**src/rtl/ctrl_pkg.sv**
```systemverilog
// Shared definitions for the hardwired control unit: state codes, opcode map,
// ALU function codes and the opcode classifier used by opcode_decoder.
package ctrl_pkg;

  localparam int OPCODE_W = 5;
  localparam int ALU_OP_W = 4;

  typedef enum logic [3:0] {
    ST_IDLE = 4'd0,
    ST_T0   = 4'd1,
    ST_T1   = 4'd2,
    ST_T2   = 4'd3,
    ST_T3   = 4'd4,
    ST_T4   = 4'd5,
    ST_T5   = 4'd6,
    ST_T6   = 4'd7
  } state_t;

  localparam logic [OPCODE_W-1:0] OP_ADD  = 5'b00011;
  localparam logic [OPCODE_W-1:0] OP_SUB  = 5'b00100;
  localparam logic [OPCODE_W-1:0] OP_AND  = 5'b00101;
  localparam logic [OPCODE_W-1:0] OP_OR   = 5'b00110;
  localparam logic [OPCODE_W-1:0] OP_SHL  = 5'b00111;
  localparam logic [OPCODE_W-1:0] OP_SHR  = 5'b01000;
  localparam logic [OPCODE_W-1:0] OP_ROR  = 5'b01001;
  localparam logic [OPCODE_W-1:0] OP_ROL  = 5'b01010;
  localparam logic [OPCODE_W-1:0] OP_ADDI = 5'b01100;
  localparam logic [OPCODE_W-1:0] OP_ANDI = 5'b01101;
  localparam logic [OPCODE_W-1:0] OP_ORI  = 5'b01110;
  localparam logic [OPCODE_W-1:0] OP_NOP  = 5'b11000;
  localparam logic [OPCODE_W-1:0] OP_HALT = 5'b11001;

  localparam logic [ALU_OP_W-1:0] ALU_ADD = 4'd0;
  localparam logic [ALU_OP_W-1:0] ALU_SUB = 4'd1;
  localparam logic [ALU_OP_W-1:0] ALU_AND = 4'd2;
  localparam logic [ALU_OP_W-1:0] ALU_OR  = 4'd3;
  localparam logic [ALU_OP_W-1:0] ALU_SHL = 4'd4;
  localparam logic [ALU_OP_W-1:0] ALU_SHR = 4'd5;
  localparam logic [ALU_OP_W-1:0] ALU_ROR = 4'd6;
  localparam logic [ALU_OP_W-1:0] ALU_ROL = 4'd7;

  typedef enum logic [2:0] {
    CLS_ILLEGAL = 3'd0,
    CLS_ALU_R   = 3'd1,
    CLS_ALU_I   = 3'd2,
    CLS_NOP     = 3'd3,
    CLS_HALT    = 3'd4
  } op_class_t;

  typedef struct packed {
    op_class_t             cls;
    logic [ALU_OP_W-1:0]   alu_op;
  } op_info_t;

  function automatic op_info_t decode_opcode(input logic [OPCODE_W-1:0] opcode);
    op_info_t info;
    info.cls    = CLS_ILLEGAL;
    info.alu_op = ALU_ADD;
    case (opcode)
      OP_ADD:  begin info.cls = CLS_ALU_R; info.alu_op = ALU_ADD; end
      OP_SUB:  begin info.cls = CLS_ALU_R; info.alu_op = ALU_SUB; end
      OP_AND:  begin info.cls = CLS_ALU_R; info.alu_op = ALU_AND; end
      OP_OR:   begin info.cls = CLS_ALU_R; info.alu_op = ALU_OR;  end
      OP_SHL:  begin info.cls = CLS_ALU_R; info.alu_op = ALU_SHL; end
      OP_SHR:  begin info.cls = CLS_ALU_R; info.alu_op = ALU_SHR; end
      OP_ROR:  begin info.cls = CLS_ALU_R; info.alu_op = ALU_ROR; end
      OP_ROL:  begin info.cls = CLS_ALU_R; info.alu_op = ALU_ROL; end
      OP_ADDI: begin info.cls = CLS_ALU_I; info.alu_op = ALU_ADD; end
      OP_ANDI: begin info.cls = CLS_ALU_I; info.alu_op = ALU_AND; end
      OP_ORI:  begin info.cls = CLS_ALU_I; info.alu_op = ALU_OR;  end
      OP_NOP:  info.cls = CLS_NOP;
      OP_HALT: info.cls = CLS_HALT;
      default: info.cls = CLS_ILLEGAL;
    endcase
    return info;
  endfunction

endpackage

```
**src/rtl/opcode_decoder.sv**
```systemverilog
// Combinational classifier for ir[31:27]: instruction class flags plus the
// ALU function code the sequencer drives during the execute state.
module opcode_decoder
  import ctrl_pkg::*;
#(
  parameter int OPW  = 5,
  parameter int ALUW = 4
) (
  input  logic [OPW-1:0]  opcode,
  output logic            is_alu_r,
  output logic            is_alu_i,
  output logic            is_nop,
  output logic            is_halt,
  output logic            is_illegal,
  output logic [ALUW-1:0] alu_op
);

  op_info_t info;

  assign info       = decode_opcode(OPCODE_W'(opcode));
  assign is_alu_r   = (info.cls == CLS_ALU_R);
  assign is_alu_i   = (info.cls == CLS_ALU_I);
  assign is_nop     = (info.cls == CLS_NOP);
  assign is_halt    = (info.cls == CLS_HALT);
  assign is_illegal = (info.cls == CLS_ILLEGAL);
  assign alu_op     = ALUW'(info.alu_op);

endmodule

```
**src/rtl/control_sequencer.sv**
```systemverilog
// Hardwired T-state sequencer driving the datapath strobes (Moore outputs).
// Build option CTRL_ILLEGAL_TRAP_EN: illegal opcodes trap to IDLE with a sticky flag.
module control_sequencer
  import ctrl_pkg::*;
#(
  parameter int OPW  = 5,
  parameter int ALUW = 4
) (
  input  logic            clock,
  input  logic            clear,
  input  logic            start,
  input  logic            mem_ready,
  input  logic [31:0]     ir,
  output logic            pc_out,
  output logic            mar_in,
  output logic            inc_pc,
  output logic            z_in,
  output logic            zlo_out,
  output logic            pc_in,
  output logic            read,
  output logic            mdr_in,
  output logic            mdr_out,
  output logic            ir_in,
  output logic            y_in,
  output logic            gra,
  output logic            grb,
  output logic            grc,
  output logic            r_in,
  output logic            r_out,
  output logic            c_out,
  output logic [ALUW-1:0] alu_op,
  output logic            run,
  output logic            illegal,
  output logic [3:0]      step
);

  state_t          state_reg, state_next;
  logic            is_alu_r, is_alu_i, is_nop, is_halt, is_illegal;
  logic [ALUW-1:0] dec_alu_op;
  logic            trap_illegal;

  opcode_decoder #(.OPW(OPW), .ALUW(ALUW)) u_opcode_decoder (
    .opcode    (ir[31 -: OPW]),
    .is_alu_r  (is_alu_r),
    .is_alu_i  (is_alu_i),
    .is_nop    (is_nop),
    .is_halt   (is_halt),
    .is_illegal(is_illegal),
    .alu_op    (dec_alu_op)
  );

`ifdef CTRL_ILLEGAL_TRAP_EN
  logic illegal_reg, illegal_next;
  logic unused_bits;

  always_ff @(posedge clock or negedge clear) begin
    if (!clear) illegal_reg <= 1'b0;
    else        illegal_reg <= illegal_next;
  end

  // The flag survives the trap into IDLE and is dropped by the restarting start.
  always_comb begin
    illegal_next = illegal_reg;
    if (state_reg == ST_IDLE && start)          illegal_next = 1'b0;
    else if (state_reg == ST_T4 && is_illegal)  illegal_next = 1'b1;
  end

  assign trap_illegal = is_illegal;
  assign illegal      = illegal_reg;
  assign unused_bits  = ^{ir[31-OPW:0], is_nop};
`else
  logic unused_bits;
  assign trap_illegal = 1'b0;
  assign illegal      = 1'b0;
  assign unused_bits  = ^{ir[31-OPW:0], is_nop, is_illegal};
`endif

  always_ff @(posedge clock or negedge clear) begin
    if (!clear) state_reg <= ST_IDLE;
    else        state_reg <= state_next;
  end

  always_comb begin
    state_next = state_reg;
    case (state_reg)
      ST_IDLE: if (start) state_next = ST_T0;
      ST_T0:   state_next = ST_T1;
      ST_T1:   state_next = ST_T2;
      ST_T2:   if (mem_ready) state_next = ST_T3;
      ST_T3:   state_next = ST_T4;
      ST_T4: begin
        if (is_alu_r || is_alu_i)        state_next = ST_T5;
        else if (is_halt || trap_illegal) state_next = ST_IDLE;
        else                              state_next = ST_T0; // nop, or untrapped illegal
      end
      ST_T5:   state_next = ST_T6;
      ST_T6:   state_next = ST_T0;
      default: state_next = ST_IDLE;
    endcase
  end

  always_comb begin
    pc_out  = 1'b0;
    mar_in  = 1'b0;
    inc_pc  = 1'b0;
    z_in    = 1'b0;
    zlo_out = 1'b0;
    pc_in   = 1'b0;
    read    = 1'b0;
    mdr_in  = 1'b0;
    mdr_out = 1'b0;
    ir_in   = 1'b0;
    y_in    = 1'b0;
    gra     = 1'b0;
    grb     = 1'b0;
    grc     = 1'b0;
    r_in    = 1'b0;
    r_out   = 1'b0;
    c_out   = 1'b0;
    alu_op  = '0;
    case (state_reg)
      ST_T0: begin
        pc_out = 1'b1;
        mar_in = 1'b1;
        inc_pc = 1'b1;
        z_in   = 1'b1;
      end
      ST_T1: begin
        zlo_out = 1'b1;
        pc_in   = 1'b1;
      end
      ST_T2: begin
        read   = 1'b1;
        mdr_in = 1'b1;
      end
      ST_T3: begin
        mdr_out = 1'b1;
        ir_in   = 1'b1;
      end
      ST_T4: begin
        if (is_alu_r || is_alu_i) begin
          grb   = 1'b1;
          r_out = 1'b1;
          y_in  = 1'b1;
        end
      end
      ST_T5: begin
        z_in   = 1'b1;
        alu_op = dec_alu_op;
        // Second operand: register rc for ALU-R, sign-extended constant for ALU-I.
        if (is_alu_r) begin
          grc   = 1'b1;
          r_out = 1'b1;
        end else if (is_alu_i) begin
          c_out = 1'b1;
        end
      end
      ST_T6: begin
        zlo_out = 1'b1;
        gra     = 1'b1;
        r_in    = 1'b1;
      end
      default: ;
    endcase
  end

  assign run  = (state_reg != ST_IDLE);
  assign step = state_reg;

endmodule

```
**config.mk**
```make
export PLATFORM = sky130hd
export DESIGN_NAME = control_sequencer
export DESIGN_NICKNAME = d
export VERILOG_FILES = /design/src/rtl/ctrl_pkg.sv /design/src/rtl/opcode_decoder.sv /design/src/rtl/control_sequencer.sv
export SDC_FILE = /design/constraint.sdc
export NUM_CORES = 1
export LEC_CHECK = 0
export ABC_AREA = 1
export ABC_CLOCK_PERIOD_IN_PS = 2800
export BUFFER_PORTS_ARGS = -buffer_cell sky130_fd_sc_hd__buf_2
export CORE_MARGIN = 3
export CORE_UTILIZATION = 38
export CTS_BUF_LIST = sky130_fd_sc_hd__clkbuf_4
export CTS_CLUSTER_DIAMETER = 60
export CTS_CLUSTER_SIZE = 16
export DETAILED_ROUTE_END_ITERATION = 8
export PLACE_DENSITY = 0.87
export SLEW_MARGIN = 25
export SYNTH_ARGS = -nofsm -noshare
export SYNTH_HDL_FRONTEND = slang
export SYNTH_HIERARCHICAL = 1
export SYNTH_SLANG_ARGS = --single-unit
export TNS_END_PERCENT = 50
```
**constraint.sdc**
```tcl
create_clock -name clock -period 2.8 [get_ports clock]
set_clock_uncertainty 0.1 [all_clocks]
set_input_delay 0.14 -clock clock [delete_from_list [all_inputs] [get_ports clock]]
set_output_delay 0.14 -clock clock [all_outputs]
set_load 0.005 [all_outputs]
```
==> After elaboration in Yosys (flattened, before gate mapping) <==
Cells that the tools add are included.
Widths: inputs -> output; s select.
{ "op_classes": {"n_mux": 23, "n_reduce_logical": 10, "eq_ne": 25} }
{ "ops": {"columns": ["operator", "count"], "rows": [
  ["$pmux 4 s8", 1],
  ["$eq 5x4->1 const B", 6],
  ["$pmux 3 s7", 1],
  ["$eq 5x3->1 const B", 4],
  ["$eq 4x3->1 const B", 4],
  ["$mux 1", 15],
  ["$mux 4", 3],
  ["$pmux 3 s4", 1],
  ["$eq 5x5->1 const B", 2],
  ["$eq 4x2->1 const B", 2],
  ["$reduce_or 2->1", 4],
  ["$reduce_or 8->1", 1],
  ["$eq 5x2->1 const B", 1],
  ["$eq 4x1->1 const B", 1],
  ["$logic_not 4->1", 1],
  ["$ne 2x2->1 const B", 2],
  ["$reduce_bool 4->1", 1],
  ["$eq 3x1->1 const B", 1],
  ["$eq 3x2->1 const B", 1],
  ["$eq 3x3->1 const B", 1],
  ["$mux 3", 1],
  ["$reduce_or 3->1", 1],
  ["$pmux 1 s2", 1],
  ["$reduce_and 2->1", 1],
  ["$logic_or 1x1->1", 1]
]} }
{ "word_totals": {"in_bits": 36, "output_inout_bits": 27, "word_cells": 59, "regBits": 4} }

==> Depth between registers and ports, before layout <==
{ "logic_depth": {"ltp_word": 7, "depth_mapped": 12, "ltp_nobuf": 12} }

==> Cells and area by module <==
Netlist, hierarchy kept.
{ "modules_own_cells": {"columns": ["mod", "seq_area_each_um2", "cells_each", "n_inst", "area_per_inst_um2"], "rows": [
  ["control_sequencer", 75.1, 63, 1, 370.4],
  ["opcode_decoder", 0.0, 41, 1, 225.2]
]} }

==> Least setup slack after synthesis <==
Ideal clock, no wire load.
{ "synth_path": {"path_type": "input port to output port", "startpoint": "input ir[29]", "endpoint": "output y_in", "n_path_buf": 2, "slack_ps": 1403, "path_stages": 11, "t_arrival_ps": 1157, "required_ps": 2560, "path_cell_list": "buf_6 > inv_2 > nand2_1 > nor3_2 > nor2_4 > a21oi_2 > inv_1 > nand2_1 > nand3_2 > inv_1 > buf_4"} }
{ "synth_between": {"elab_chain_len": 7, "word_cells_on_any_way": 21, "classes_between": "eq/ne: 15; mux: 3; reduce/logical: 3"} }
{ "synth_lines": {"columns": ["element", "line", "text"], "rows": [
  ["start: declaration", "control_sequencer.sv:13", "input logic [31:0] ir,"],
  ["$eq 5x2->1, or another cell as far along", "ctrl_pkg.sv:59", "case (opcode)"],
  ["$reduce_or 8->1 (no source line) or $reduce_or 3->1 (tied branches)", null, null],
  ["$pmux 3 s4 *", "ctrl_pkg.sv:59", null],
  ["$eq 3x1->1 *", "opcode_decoder.sv:21", "assign is_alu_r = (info.cls == CLS_ALU_R);"],
  ["net is_alu_r", "control_sequencer.sv:38", "logic is_alu_r, is_alu_i, is_nop, is_halt, is_illegal;"],
  ["$logic_or 1x1->1 *", "control_sequencer.sv:141", "if (is_alu_r || is_alu_i) begin"],
  ["$mux 1 * (2 in series)", null, null],
  ["end: declaration", "control_sequencer.sv:24", "output logic y_in,"]
]} }
Mark *: on every way through the listed nets, which the timed path passes. The rest lies on a longest branch.

==> Worst setup path after layout <==
{ "layout_path": {"startpoint": "input ir[31]", "endpoint": "output r_out"} }
{ "layout_between": {"elab_chain_len": 7, "word_cells_on_any_way": 22, "classes_between": "eq/ne: 15; mux: 4; reduce/logical: 3"} }
{ "layout_lines": {"columns": ["element", "line", "text"], "rows": [
  ["$eq 5x2->1, or another cell as far along", "ctrl_pkg.sv:59", null],
  ["$reduce_or 8->1 (no source line) or $reduce_or 3->1 (tied branches)", null, null],
  ["$pmux 3 s4 *", "ctrl_pkg.sv:59", null],
  ["$eq 3x1->1 *", "opcode_decoder.sv:21", null],
  ["net is_alu_r", "control_sequencer.sv:38", null],
  ["$logic_or 1x1->1", "control_sequencer.sv:141", null],
  ["$mux 1", "control_sequencer.sv:141", null],
  ["$pmux 1 s2 *", "control_sequencer.sv:121", "case (state_reg)"],
  ["end: declaration", "control_sequencer.sv:29", "output logic r_out,"]
]} }
Marks and branches as above.

==> summary.txt <==
Synthesis
  • Syn_area_per_cell: 5.748 µm²
  • Yosys warning total: 6
  • Post-synthesis instance area: 580.6 µm²
  • Number of standard cells after synthesis: 101

Global route
  • Vias in the first global route: 524
  • Wire length of the first global-routing pass: 2056 µm
  • Pin count of the biggest net entering global routing: 10
  • Global route total overflow: 0
  • Global router's overall resource usage: 13.67%
  • Number of antenna violations at the first check in global routing: 0

Cells and area
  • FF/Latch Area: 75.07 µm²
  • Combined area of the multi-input logic cells: 344.1 µm²
  • Antenna Cells: 0
  • Layout overhead on the synthesized area: 24.78%
  • Layout cell share with drive strength beyond 1: 42.64%
  • Non-filler cells in the finished layout: 144
  • Final cell area excluding filler cells: 724.4 µm²
  • Filler Cells Inserted: 154
  • Flip-flop count of the largest register, all copies and words added: 3
  • Number of nets in the layout: 166

Setup path
  • Critical path startpoint: ir[31]
  • Most common cell type on the critical path: sky130_fd_sc_hd__buf_2
  • Reg2Reg Depth: 7
  • Flop2flop setup slack: 1.59 ns
  • Total buffers and inverters traversed by the critical path: 4
  • Largest fanout on the critical path: 4
  • Data arrival time at the worst-slack endpoint: 1.35 ns
  • Start of the worst register-to-register path: step[1]
  • Path type of the worst setup path: primary input to output pin
  • Cells along the critical path: buf_2, nor2_1, nand3_1, nand2_2, inv_2, a21oi_2, inv_1, nand2_1, nand3_2, o21ai_0, buf_2
  • Gate family responsible for the most delay along the worst path: simple AND/OR/NAND/NOR gates
  • Critical path data required time: 2.56 ns
  • Kind of launch point of the worst setup path: primary input
  • Crit path largest cell delay: 0.20 ns
  • Type of element capturing the critical path: output pin
  • Highest-delay cell along the critical path: sky130_fd_sc_hd__nor2_1
  • Reg-to-reg critical path endpoint: step[2]

Status
  • Status: finished, final reports clean

Routing
  • DRC violations left: 0
  • Routed wire per std cell: 9.035 µm
  • Routed vias: 650
  • WL final: 1301 µm
  • First-pass iteration count of the detailed router: 4
  • Residual antenna-violating net count after detailed routing: 0
  • Average vias per placed instance: 4.514
  • Number of violations reported at the end of detailed-routing iteration 0: 7

Clocking
  • Number of gates resized after cts: 0
  • Post-CTS setup buffer count: 0
  • Number of hold buffers added after cts: 1
  • TritonCTS clock tree: done
  • Clock transition at the registers of the reported paths: 0.04 ns
  • CTS HTree Levels: 1
  • Root cell of the clock tree: sky130_fd_sc_hd__clkbuf_4
  • Sinks on Clock Net: 3
  • Clock Path Buffers: 2
  • Number of buffers created by CTS: 3
  • Insertion delay of the later-clocked pin in the worst-skew pair: 0.24 ns

Worst hold path
  • Min-Delay Path Depth: 4
  • Sink of the worst hold path: step[0]
  • Hold Startpoint: mem_ready
  • Worst hold path class: primary input to flip-flop

Timing
  • Final max-slew violation count: 0
  • Sum of negative setup slack: 0 ns
  • Highest achievable clock rate: 629.5 MHz
  • Hold slack final: 0.1151 ns
  • Final hold violations: 0
  • Final period utilization: 56.74%
  • Final worst path period need: 1.589 ns
  • RSZ-0062 raised after global routing: no
  • Setup Viol. Count Final: 0

Placed design
  • Count of placed standard cells including taps: 139
  • Routability Congestion: 0.8548
  • Area after detailed placement: 684.4 µm²
  • Half-perimeter wire length after placement: 1080 µm
  • Number of buffer cells added on primary ports: 32

Run
  • Total of max-cap violations: 0

Die
  • Initial Util: 42.49%
  • Top-Level Pins: 63
  • Total die area: 0.002033 mm²
  • Area of the core: 0.001366 mm²
  • Width of the chip: 45.09 µm
  • Overall die height: 45.09 µm
  • Number of placement rows: 13

Power and ir drop
  • Leakage power: 0.4880 nW
  • Power density over the cells: 709.2 mW/mm²
  • VDD IR max: 0.0001939 V
-- worst register-to-register path, cell delays in order (launching register included) --
cell,delay [ns]
sky130_fd_sc_hd__dfrtp_1,0.45
sky130_fd_sc_hd__nand2_1,0.11
sky130_fd_sc_hd__nor2_2,0.14
sky130_fd_sc_hd__nand2_2,0.09
sky130_fd_sc_hd__nand2_2,0.08
sky130_fd_sc_hd__inv_2,0.03
sky130_fd_sc_hd__nand2_1,0.05
sky130_fd_sc_hd__nand2_1,0.04
-- through the flow --
stage / setup WS, ns / power, mW / utilization, %
3_5_place_dp: 1.192 / 0.4274 / 50.09
3_3_place_gp: 1.232 / 0.4170 / 50.09
5_1_grt: 1.019 / 0.5757 / 53.02
6_report: 1.211 / 0.5137 / 53.02
2_1_floorplan: 1.409 / 0.3302 / -
4_1_cts: 1.192 / 0.5218 / 53.02
-- routing by layer --
metal	share of wire, %	vias up	track usage, %
met5	0	-	0
li1	-	348	-
met4	1.2	0	7.018
met2	50	28	25.42
met1	40	270	13.64
met3	8.8	4	3.586
-- layout make-up --
type,instances,share of cell area (%)
Multi-Input combinational cell,66,47.50
Timing Repair Buffer,33,23.49
Inverter,23,11.92
Sequential cell,3,10.36
Clock buffer,4,4.145
Tap cell,15,2.591
-- layout by cell type, fill, tap and decap left out --
cell,count
sky130_fd_sc_hd__nand2_1,19
sky130_fd_sc_hd__nor2_2,1
sky130_fd_sc_hd__o21ai_0,1
sky130_fd_sc_hd__conb_1,3
sky130_fd_sc_hd__nand3b_1,1
sky130_fd_sc_hd__inv_2,4
sky130_fd_sc_hd__clkbuf_4,4
sky130_fd_sc_hd__dfrtp_1,3
sky130_fd_sc_hd__nand3_1,7
sky130_fd_sc_hd__inv_1,19
sky130_fd_sc_hd__a21oi_2,1
sky130_fd_sc_hd__dlygate4sd3_1,1
sky130_fd_sc_hd__buf_2,32
sky130_fd_sc_hd__nor3_2,2
sky130_fd_sc_hd__or2_1,2
sky130_fd_sc_hd__nand4_1,3
sky130_fd_sc_hd__nand3_2,4
sky130_fd_sc_hd__nor3_1,1
sky130_fd_sc_hd__nor2_1,13
sky130_fd_sc_hd__nor2_4,1
sky130_fd_sc_hd__nand2_2,6
sky130_fd_sc_hd__o21ai_1,1
-- power by group --
group          switching (mW)  internal (mW)  total [mW]
sequential             0.0410         0.0655       0.107
clock                  0.0269         0.0634      0.0902
combinational           0.180          0.137       0.317
-- how the worst max path moves through the flow --
stage,cells after the start,endpoint
final,11,r_out
after global routing,11,r_out
after CTS,11,r_out
after detailed placement,11,r_out
after global placement,11,r_out
after floorplan,11,y_in
(Power assumes the default switching activity.)
